--- src/rtl/cpu_pkg.sv ---
// Shared CPU constants: next-PC select encodings and the instruction-memory
// address map used by the IFU, instruction memory and CP0.
package cpu_pkg;

  localparam logic [1:0] NPC_SEQ = 2'b00;
  localparam logic [1:0] NPC_BR  = 2'b01;
  localparam logic [1:0] NPC_J   = 2'b10;
  localparam logic [1:0] NPC_JR  = 2'b11;

  localparam logic [31:0] PC_RESET   = 32'h0000_3000;
  localparam logic [31:0] EXC_VECTOR = 32'h0000_4180;
  localparam logic [31:0] IM_TOP     = 32'h0000_4FFC;

endpackage

--- src/rtl/ifu_npc_gen.sv ---
// npc_gen: combinational next-PC mux for sequential, branch, j/jal and jr
// redirects. Branch and jump targets are relative to the D-stage instruction.
module npc_gen
  import cpu_pkg::*;
(
  input  logic [31:0] pc_f,
  input  logic [31:0] pc_d,
  input  logic [25:0] imm26_d,
  input  logic [1:0]  npc_sel,
  input  logic [31:0] rs_val,
  output logic [31:0] npc
);

  logic [31:0] br_off;

  assign br_off = {{14{imm26_d[15]}}, imm26_d[15:0], 2'b00};

  always_comb begin
    npc = pc_f + 32'd4;
    unique case (npc_sel)
      NPC_BR:  npc = pc_d + 32'd4 + br_off;
      NPC_J:   npc = {pc_d[31:28], imm26_d, 2'b00};
      NPC_JR:  npc = rs_val;
      default: npc = pc_f + 32'd4;
    endcase
  end

endmodule

--- src/rtl/ifu.sv ---
// ifu: fetch PC register, F/D pipeline register and optional fetch address
// check (enabled by defining IFU_ADDR_CHECK_EN).
module ifu
  import cpu_pkg::*;
#(
  parameter logic [31:0] PC_RESET   = cpu_pkg::PC_RESET,
  parameter logic [31:0] EXC_VECTOR = cpu_pkg::EXC_VECTOR,
  parameter logic [31:0] IM_TOP     = cpu_pkg::IM_TOP
) (
  input  logic        clk,
  input  logic        reset,
  output logic [31:0] pc_f,
  input  logic [31:0] instr_f,
  input  logic        stall,
  input  logic [1:0]  npc_sel,
  input  logic        jump_d,
  input  logic [31:0] rs_val,
  input  logic        exc_req,
  input  logic        eret,
  input  logic [31:0] epc,
  output logic [31:0] instr_d,
  output logic [31:0] pc_d,
  output logic        bd_d,
  output logic        adel_d
);

  logic [31:0] npc;
  logic        addr_err;

  npc_gen u_npc_gen (
    .pc_f    (pc_f),
    .pc_d    (pc_d),
    .imm26_d (instr_d[25:0]),
    .npc_sel (npc_sel),
    .rs_val  (rs_val),
    .npc     (npc)
  );

`ifdef IFU_ADDR_CHECK_EN
  assign addr_err = (pc_f[1:0] != 2'b00) || (pc_f < PC_RESET) || (pc_f > IM_TOP);
`else
  logic unused_cfg;
  // The upper bound only matters to the range check; keep it referenced.
  assign unused_cfg = ^IM_TOP;
  assign addr_err   = 1'b0;
`endif

  always_ff @(posedge clk) begin
    if (!reset) begin
      pc_f    <= PC_RESET;
      instr_d <= '0;
      pc_d    <= '0;
      bd_d    <= 1'b0;
      adel_d  <= 1'b0;
    end else if (exc_req || eret) begin
      // Flush wins over stall; ERET has no delay slot.
      pc_f    <= exc_req ? EXC_VECTOR : epc;
      instr_d <= '0;
      pc_d    <= '0;
      bd_d    <= 1'b0;
      adel_d  <= 1'b0;
    end else if (!stall) begin
      pc_f    <= npc;
      instr_d <= addr_err ? 32'd0 : instr_f;
      pc_d    <= pc_f;
      bd_d    <= jump_d;
      adel_d  <= addr_err;
    end
  end

endmodule

--- config.mk ---
export PLATFORM = sky130hd
export DESIGN_NAME = ifu
export DESIGN_NICKNAME = d
export VERILOG_FILES = /design/src/rtl/cpu_pkg.sv /design/src/rtl/ifu_npc_gen.sv /design/src/rtl/ifu.sv
export SDC_FILE = /design/constraint.sdc
export NUM_CORES = 1
export LEC_CHECK = 0
export CAP_MARGIN = 5
export CORE_MARGIN = 4
export CORE_UTILIZATION = 38
export CTS_CLUSTER_DIAMETER = 50
export DETAILED_ROUTE_END_ITERATION = 10
export DONT_BUFFER_PORTS = 1
export HOLD_SLACK_MARGIN = 0.08
export SLEW_MARGIN = 15
export SYNTH_ARGS = -nofsm -noshare
export SYNTH_HDL_FRONTEND = slang
export SYNTH_HIERARCHICAL = 1
export SYNTH_SLANG_ARGS = --single-unit
--- constraint.sdc ---
create_clock -name clk -period 4.15 [get_ports clk]
set_input_delay 0.83 -clock clk [delete_from_list [all_inputs] [get_ports clk]]
set_output_delay 0.83 -clock clk [all_outputs]
set_load 0.02 [all_outputs]
# Yosys cells after proc, flatten, opt, wreduce, memory -nomap -nowiden
# Cells that the tools add are included.
dict set report classes {
  shifts 0
  magnitude_cmp 0
  eq_ne 4
  mux 4
  reduce_logical 2
  n_addsub 3
  n_bitwise 1
  n_div 0
  multipliers 0
}
# operator count
set op_table {}
lappend op_table {{$mux 32} 3}
lappend op_table {{$pmux 32 s3} 1}
lappend op_table {{$add 32x3->32 const B} 2}
lappend op_table {{$add 32x32->32} 1}
lappend op_table {{$eq 2x2->1 const B} 2}
lappend op_table {{$eq 2x1->1 const B} 1}
lappend op_table {{$ne 2x1->1 const B} 1}
lappend op_table {{$reduce_or 2->1} 1}
lappend op_table {{$logic_or 1x1->1} 1}
lappend op_table {{$not 1->1} 1}
dict set report word_totals {
  regBits 97
  output_inout_bits 98
  latch_bits 0
  in_bits 104
  mem_bits_ro 0
  mem_count 0
  mem_bits_rw 0
  word_cells 18
}

# Longest topological paths before layout
# Gate-level depths: netlist of run 1.
dict set report depth {
  word_depth 5
  depth_mapped 15
  mapped_depth_nobuf 15
}

# Cells and area by module
# Netlist of run 1, hierarchy kept.
# mod instances area_per_inst_um2 cells_each
set by_module_without_submodules {}
lappend by_module_without_submodules {ifu 1 3973.8 383}
lappend by_module_without_submodules {npc_gen 1 3372.0 430}

# Least setup slack after synthesis of run 1
# Ideal clock, no wire load.
dict set report synth_timing {
  kind {register to register}
  start {register instr_d[15]}
  end {register pc_f[23]}
  period_less_slack_ns 3.209
  path_slack_ns 0.941
  path_stages_with_launch 13
  t_arrival_ns 3.094
  path_cell_list {dfxtp_1 ha_1 ha_1 clkbuf_1 nand2_1 nor3_1 nand2_1 o221ai_1 a31oi_1 xor2_1 a221oi_1 nor3_1 a2111oi_0}
}
dict set report synth_between {
  elab_chain_len 4
}
# item line
set synth_rtl {}
lappend synth_rtl {{start, declared} ifu.sv:21} ;# output logic [31:0] instr_d,
lappend synth_rtl {{start signal, assigned} ifu.sv:64} ;# instr_d <= addr_err ? 32'd0 : instr_f;
lappend synth_rtl {{$add 32x32->32} ifu_npc_gen.sv:21} ;# NPC_BR: npc = pc_d + 32'd4 + br_off;
lappend synth_rtl {{$pmux 32 s3} ifu_npc_gen.sv:20} ;# unique case (npc_sel)
lappend synth_rtl {{named net npc[23]} ifu.sv:27} ;# logic [31:0] npc;
lappend synth_rtl {{$mux 32} ifu.sv:62} ;# end else if (!stall) begin
lappend synth_rtl {{$mux 32} ifu.sv:55} ;# end else if (exc_req || eret) begin
lappend synth_rtl {{end signal, assigned} ifu.sv:57} ;# pc_f <= exc_req ? EXC_VECTOR : epc;
lappend synth_rtl {{end signal, assigned} ifu.sv:63} ;# pc_f <= npc;
lappend synth_rtl {{end, declared} ifu.sv:12} ;# output logic [31:0] pc_f,
# The timed path passes the listed nets, and every way through them passes these cells. The select of a mux whose other input is x is not followed.
# A chain may end at the register's enable or synchronous reset.

# Worst setup path after layout of run 1
dict set report layout_timing {
  start {register instr_d[0]}
  end {register pc_f[31]}
}
# The elaborated chain is that of the path after synthesis.

==> flow_summary.ini, run 1 <==
[clocking]
cts_hold_buf = 0
cts_setup_buffers = 0
clock_latency_ps = 360
clk_root_buffer_cell = clkbuf_16
tritoncts = built
cts_made_buffers = 9
clk_path_buf_depth = 2
clock-sinks = 97
cts_resized = 0
htreeDepth = 3
clkTransAtPathRegs_ps = 80

[flow_run]
cap_violations = 0

[critical_path]
cp-end-kind = flop
crit_top_cell = inv_1
critPathTopFamily = compound AO/OA/AOI/OAI gates
cp_slowest_cell = dfxtp_1
crit_chain = inv_1 > ha_1 > inv_1 > ha_1 > inv_1 > fa_1 > nor2b_4 > o31a_1 > o21ai_0 > o221ai_1 > nand4_1 > a22o_1 > a21oi_1 > nor3_1 > a2111oi_0
cp_num_buf_inv = 3
critPathMaxStageDelay_ps = 490
criticalPathCategory = reg2reg
worstPathRequired_ps = 4360
cp_max_fo = 4
crit_arrival_ps = 3790
critPathLaunchType = flop

[logic_synthesis]
ys_ff_latch = 97
synth.avg_cell_area_sq_um = 9.04
yosysTopAreaCell = dfxtp_1
synth_area_leaders = dfxtp_1, mux2i_1, ha_1, mux4_2, nor2_1
yosysWarnings = 6
seq_area_frac_synth = 0.264
synth_nets = 976
syn_inst = 813
synth_edf_count = 0
synth.distinct_cells = 62
async_reset_ff_frac = 0
synth_ff_type = dfxtp_1
synthesis.area_sq_um = 7350
synth_top_area_share = 0.264

[die]
core.rowCount = 50
die_h_um = 147
initial_utilization = 0.390
io_pins = 202
die_w_um = 147
coreArea_sq_um = 18800
die_area_sq_um = 21600

[cells_and_area]
final_core_util = 0.413
layout.nets = 949
fin_area_sq_um = 7780
drive_above_1_share = 0.109
fillers = 1895
area_delta_synth_final_pct = 5.86

[place]
dp_hpwl_um = 16500
io_buffers = 0
routabilityCongestion = 0.885
placed_cell_area_sq_um = 7490

[power_and_ir_drop]
p_per_area_nw_per_um2 = 271
p_leak_nw = 3.32
power_mw = 2.11
vdd_drop_max_mv = 0.193

[drt]
drc_errors = 0
ant_nets = 0
routed_wl_um = 22400
drt_iter0_drc = 412
vias_per_cell = 5.75
drt_pre_antenna_iters = 5
vias = 6047
routedWlPerCell_um = 21.3

[grt]
antenna_found_initial = 3
gr-total-overflow = 0
grt_max_degree = 99
first_global_vias = 6033
track_usage = 0.204
grt_pass1_wl_um = 34900

[sta]
finalCritPeriodShare = 0.861
setup_viol = 0
rsz0062_at_grt = no
worst_pin_slew_ps = 1020
clock.fmax_mhz = 280
hold_viol_final = 0
final_max_slew_viol_count = 0
fin_skew_ps = 10.9
slew_headroom = 0.319
finalHoldWorstSlack_ps = 559
post-route-min-period_ps = 3580
tns_ps = 0

[status]
outcome = completed

[worst_hold_path]
hold_path.class = in2reg
==> worst paths after layout <==
| kind | startpoint | to | slack (ps) | depth (start not counted) |
|---|---|---|---|---|
| min | reset | pc_f[12] | 560 | 1 |
| max | instr_d[0] | pc_f[31] | 570 | 15 |
| max reg2reg | instr_d[0] | pc_f[31] | 570 | 15 |
| min reg2reg | pc_f[1] | pc_f[1] | 620 | 2 |
==> stage by stage <==
stage	instances	setup slack (ps)
after detailed placement	1035	616
after CTS	1051	587
final	1052	575
after global routing	1052	254
after floorplan	813	941
after global placement	1035	749
==> layout by cell type, fill, tap and decap left out, types with 29 or more instances in the layout <==
| cell | Yosys | routed |
|---|---|---|
| nor2_1 | 94 | 94 |
| dfxtp_1 | 97 | 97 |
| xnor2_1 | 29 | 29 |
| mux2i_1 | 80 | 80 |
| a21oi_1 | 31 | 31 |
| ha_1 | 58 | 58 |
| nor2b_1 | 29 | 29 |
| inv_1 | 41 | 41 |
| nor3_1 | 33 | 33 |
| nand2_1 | 33 | 33 |
==> routing by layer <==
layer  track usage  share of wire  vias up
met4        0.0541          0.015        4
met5             0         0.0012        -
met2         0.325           0.47      215
met1         0.262           0.43     2887
li1              -              -     2916
met3        0.0740          0.086       25
==> power by group <==
group | switching, mW | internal [mW]
registers | 0.0803 | 0.958
clock network | 0.412 | 0.418
logic | 0.114 | 0.127
==> registers in the layout (all words and copies together), names as in the netlist <==
register	count
instr_d	32
pc_d	32
pc_f	32
bd_d	1
==> cells by family (layout without fill, tap and decap cells) <==
group,count (synthesis),in the layout,share of synthesized area
AOI/OAI and AO/OA,157,157,0.169
muxes,105,105,0.178
adders and majority gates,59,59,0.102
and+or+nand+nor,256,256,0.171
buffers and inverters,91,69,0.0594
xor gates and xnor gates,47,47,0.0560
DFF,97,97,0.264
other,1,2,0.000510
==> layout make-up <==
class	count	area [sq um]	share of cell area
multi-input cells	625	4970	0.639
flip-flops and latches	97	1940	0.250
well taps	260	325	0.0418
clock buffers	9	225	0.0290
inverters	42	158	0.0203
repair buffers	11	95.1	0.0122
clock inverters	7	58.8	0.00756
diodes	1	2.50	0.000322
==> Yosys cell counts, drive strengths merged, types with 20 or more instances <==
cell and instances:
mux4 20, xnor2 29, nor2 94, inv 41, mux2i 80, nand2 33
ha 58, a21oi 32, nor3 33, buf 31, nor2b 30, dfxtp 97
o21ai 29, a2111oi 28
(Power assumes the default switching activity.)
==> run 2, diff against run 1 <==
Settings changed: PLACE_DENSITY_LB_ADDON from default to 0.12, SKIP_LAST_GASP from default to 1.
==> run 2 against run 1 <==
Against the previous run:
- design area decreased by 0.60%
- register-to-register slack gained 50 ps
- hold slack worse by 12 ps
- first-iteration DRC count decreased by 9.7%
- global-route usage rose by 0.66 points
- critical path depth unchanged
- combinational power about the same
==> flow_summary.ini, run 2 (synthesis gave the netlist of run 1 again) <==
[critical_path]
rr_startpoint = instr_d[0]
cp_num_buf_inv = 3
critPathLaunchType = flop
r2r_end = pc_f[23]
endpoint = pc_f[23]
cp-end-kind = flop
worst-path-stages = 15
critPathTopFamily = compound AO/OA/AOI/OAI gates
reg2reg_slack_ps = 630
crit_top_cell = inv_1
reg2reg_depth = 15
crit_arrival_ps = 3760
crit_chain = inv_1 > ha_1 > inv_1 > ha_1 > inv_1 > fa_1 > nor2b_4 > o31a_1 > o21ai_0 > o221ai_1 > a31oi_1 > xor2_1 > a221oi_1 > nor3_1 > a2111oi_0
worstPathRequired_ps = 4390
cp_slowest_cell = dfxtp_1
cp_max_fo = 4
criticalPathCategory = reg2reg
startpoint = instr_d[0]
critPathMaxStageDelay_ps = 480

[sta]
clock.fmax_mhz = 284
final_max_slew_viol_count = 0
fin_skew_ps = 12.0
worst_pin_slew_ps = 889
hold_viol_final = 0
post-route-min-period_ps = 3520
slew_headroom = 0.405
fin_ws_ps = 630
rsz0062_at_grt = no
finalCritPeriodShare = 0.848
tns_ps = 0
setup_viol = 0

[clocking]
cts_setup_buffers = 0
tritoncts = built
clkTransAtPathRegs_ps = 70
clk_path_buf_depth = 2
cts_resized = 0
cts_made_buffers = 9
clk_root_buffer_cell = clkbuf_16
cts_hold_buf = 0
htreeDepth = 3
clock-sinks = 97
clock_latency_ps = 360

[die]
die_area_sq_um = 21600
initial_utilization = 0.390
coreArea_sq_um = 18800
die_h_um = 147
die_w_um = 147
core.rowCount = 50
io_pins = 202

[grt]
first_global_vias = 6306
grt_max_degree = 99
busiest_layer = met2
met1_usage = 0.270
use_met2 = 0.345
grt_pass1_wl_um = 36200
gr-total-overflow = 0
track_usage = 0.210
antenna_found_initial = 0
use_met3 = 0.0608

[cells_and_area]
largestRegisters = instr_d: 32 flops, pc_d: 32 flops, pc_f: 32 flops
final_cell_mix = dfxtp_1, nor2_1, mux2i_1
n_antenna_cell = 0
area_delta_synth_final_pct = 5.23
fin_cells = 1047
drive_above_1_share = 0.103
layout.nets = 946
layout.cells.most_common = dfxtp_1

[power_and_ir_drop]
vdd_drop_max_mv = 0.205
p_per_area_nw_per_um2 = 272
p_leak_nw = 3.30

[drt]
vias = 6143
vias_per_cell = 5.87
ant_nets = 0
routedWlPerCell_um = 22.2
drt_pre_antenna_iters = 5
routed_wl_um = 23200
drc_errors = 0
drt_iter0_drc = 372

[worst_hold_path]
hold_path.class = in2reg
hold_start = reset

[place]
dp_hpwl_um = 17300
io_buffers = 0
routabilityCongestion = 0.914
pre_cts_ws_ps = 636
dp_cells = 1032

[flow_run]
cap_violations = 0

[status]
outcome = completed
## run 2: cell count changes in the layout (fill, tap and decap cells not counted)
cell      previous run  this run
diode_2              1         0
inv_6                3         2
buf_12               1         0
buf_4               10         8
nand2b_2             1         0
nand2b_1             6         7
clkbuf_8             0         1
inv_8                1         0
## run 2: layer usage
metal | vias up | part of all wire
li1 | 2908 | -
met1 | 3026 | 0.45
met4 | 0 | 0.017
met3 | 30 | 0.064
met5 | - | 0
met2 | 179 | 0.47
## run 2: worst reg2reg max path, delay by kind of cell, from the launching register on
family                     cells  cell delay (ps)
DFF                            1              480
and+or+nand+nor                2              200
AOI/OAI and AO/OA              6             1540
xor gates and xnor gates       1              170
adders and majority gates      3              810
buffers and inverters          3              200
## run 2: worst min-delay path by stage
stage          endpoint  slack (ps)  cells past startpoint
3_5_place_dp    pc_f[1]         610                      2
6_report       pc_f[13]         550                      1
5_1_grt        pc_f[13]         550                      1
3_3_place_gp    pc_f[1]         600                      2
2_1_floorplan   pc_f[0]         570                      2
4_1_cts        pc_f[13]         540                      1
## run 2: stage by stage
| step | total power [mW] | hold WS (ps) | instance area [sq um] | utilization |
|---|---|---|---|---|
| CTS | 2.13 | 537 | 7730 | 0.410 |
| finish | 2.10 | 547 | 7730 | 0.410 |
| detailed placement | 1.30 | 610 | 7450 | 0.396 |
| global placement | 1.30 | 596 | 7450 | 0.396 |
| global route | 2.20 | 547 | 7730 | 0.410 |
| floorplan | 1.28 | 574 | 7350 | - |
## run 2: power by group
group | switching [mW] | total (mW) | internal, mW | leakage [nW]
logic | 0.116 | 0.241 | 0.125 | 2.37
registers | 0.0814 | 1.04 | 0.958 | 0.790
clock network | 0.396 | 0.821 | 0.425 | 0.135
total | 0.593 | 2.10 | 1.51 | 3.30
## run 2: final cells by class
| cell class | instances | area [sq um] |
|---|---|---|
| clock buffer | 10 | 239 |
| fill | 1911 | 11100 |
| multi-input combinational | 625 | 4970 |
| timing repair buffer | 8 | 60.1 |
| clock inverter | 5 | 38.8 |
| sequential | 97 | 1940 |
| inverter | 42 | 158 |
| tap | 260 | 325 |
==> run 3, diff against run 2 <==
Clock period 4.15 ns to 3.05 ns, I/O delays scaled along.
==> run 3 against run 2 <==
Against the previous run:
- the run now ends with negative setup slack left
- critical path depth fell by 1
- count of clock-buffer cells in the layout unchanged
- register-to-register slack got worse by 640 ps
- fmax rose by 15%
- hold slack worse by 200 ps
- design area increased by 13%
- flip-flop and latch count is the same
- final cell count grew 9.5%
- first-iteration DRC count is 17% higher
- largest cell class unchanged
- largest power group unchanged
- highest routed layer is now met5
==> flow_summary.ini, run 3 (synthesis gave the netlist of run 1 again) <==
[power_and_ir_drop]
pwr-share-comb = 0.146
internal_power_mw = 2.15
p_seq_frac = 0.457
vdd_drop_max_mv = 0.251
p_leak_nw = 3.85
p_per_area_nw_per_um2 = 341
p_sw_mw = 0.833
p_clk_frac = 0.397
power_mw = 2.99
switching_share = 0.279

[sta]
finalCritPeriodShare = 1.00
fin_ws_ps = -11.3
slew_headroom = 0.510
rsz0062_at_grt = yes
worst_pin_slew_ps = 734
final_max_slew_viol_count = 0
fin_skew_ps = 15.9
clock.fmax_mhz = 327
setup_viol = 3
post-route-min-period_ps = 3060
hold_viol_final = 0

[clocking]
clk_path_buf_depth = 2
cts_hold_buf = 0
clk_root_buffer_cell = clkbuf_16
tritoncts = built
clkTransAtPathRegs_ps = 70
clock-sinks = 97
clock_latency_ps = 360
cts_made_buffers = 9
htreeDepth = 3

[cells_and_area]
n_antenna_cell = 0
register_area_sq_um = 1950
layout.cells.most_common = buf_4
multi_input_area_sq_um = 5230
layout.nets = 1044
fillers = 1837
final_core_util = 0.465
final_cell_mix = buf_4, nor2_1, dfxtp_1
largestRegisters = instr_d: 32 flops, pc_d: 32 flops, pc_f: 32 flops
fin_area_sq_um = 8750
area_delta_synth_final_pct = 19.1
fin_cells = 1146
drive_above_1_share = 0.258

[critical_path]
critPathLaunchType = flop
cp-end-kind = flop
criticalPathCategory = reg2reg
r2r_end = pc_f[21]
rr_startpoint = pc_d[3]
reg2reg_slack_ps = -10
worstPathRequired_ps = 3270
crit_arrival_ps = 3290
reg2reg_depth = 14
cp_max_fo = 4

[place]
dp_cells = 1125
routabilityCongestion = 0.889
io_buffers = 0
dp_hpwl_um = 18300
placed_cell_area_sq_um = 8150

[die]
die_area_sq_um = 21600
die_w_um = 147
io_pins = 202
die_h_um = 147
coreArea_sq_um = 18800
initial_utilization = 0.390
core.rowCount = 50

[flow_run]
cap_violations = 0

[grt]
gr-total-overflow = 0
antenna_found_initial = 1
grt_pass1_wl_um = 38300
first_global_vias = 6617
track_usage = 0.223
grt_max_degree = 99

[drt]
routedWlPerCell_um = 21.5
vias_per_cell = 5.66
drt_pre_antenna_iters = 5
routed_wl_um = 24700
vias = 6483
drc_errors = 0
ant_nets = 0
drt_iter0_drc = 434

[status]
outcome = finished, violations left
violations = negative setup slack

[worst_hold_path]
hold_path.class = in2reg
hold_depth = 1
hold_start = reset
hold_end = pc_f[13]
## run 3: cell count changes in the layout (fill, tap and decap cells not counted), sizes merged
cell    previous run  this run
inv               43        41
buf                8       106
clkinv             3         5
bufinv             0         1
## run 3: critical path: stages, from the launching register on
cell and delay [ps]:
dfxtp_2 340, ha_4 240, ha_4 160, inv_2 50
fa_2 230, nor2b_4 50, o31a_1 290, o21a_1 240
buf_4 140, o21a_4 230, a21oi_4 180, xnor2_1 100
mux4_2 460, nor3_2 150, a2111oi_2 60
## run 3: worst max path at each step
stage,start,to,slack [ps]
floorplan,instr_d[0],pc_f[19],2
global placement,pc_d[2],pc_f[19],-90
detailed placement,pc_d[3],pc_f[19],-200
CTS,pc_d[2],pc_f[19],-20
global route,instr_d[0],pc_f[19],-160
finish,pc_d[3],pc_f[21],-10
## run 3: area by class of cell
| class | count | share of cell area |
|---|---|---|
| timing repair buffer | 106 | 0.0909 |
| inverter | 42 | 0.0180 |
| multi-input combinational | 625 | 0.597 |
| sequential | 97 | 0.223 |
| clock inverter | 6 | 0.00786 |
| tap | 260 | 0.0372 |
| clock buffer | 10 | 0.0262 |
## run 3: what timing repair did
action | 4_1_cts | 5_1_grt
endpoints found under the hold margin | 0 | 0
setup buffers | 0 | 5
endpoints found under the setup margin | 15 | 21
gates resized for setup | 16 | 50
pin swaps | 14 | 23
## run 3: per-stage QoR
stage	TNS, ps	setup slack, ps	hold slack [ps]
final	-15.1	-11.3	344
after global routing	-1130	-155	321
after CTS	-17.9	-17.9	326
after detailed placement	-852	-195	524
after global placement	-217	-86.9	525
after floorplan	0	2.38	555
## run 3: power groups by stage
stage / Sequential, mW / Combinational (mW) / Clock [mW]
global placement: 1.39 / 0.418 / 0
floorplan: 1.42 / 0.322 / 0
detailed placement: 1.39 / 0.424 / 0
global route: 1.37 / 0.477 / 1.26
CTS: 1.36 / 0.428 / 1.22
finish: 1.36 / 0.437 / 1.18
## run 3: per-layer routing
layer | share of wire | vias up | global-route usage
met5 | 0.00032 | - | 0
met4 | 0.010 | 2 | 0.0410
met3 | 0.073 | 20 | 0.0635
met2 | 0.48 | 226 | 0.366
met1 | 0.44 | 3145 | 0.298
li1 | - | 3090 | -
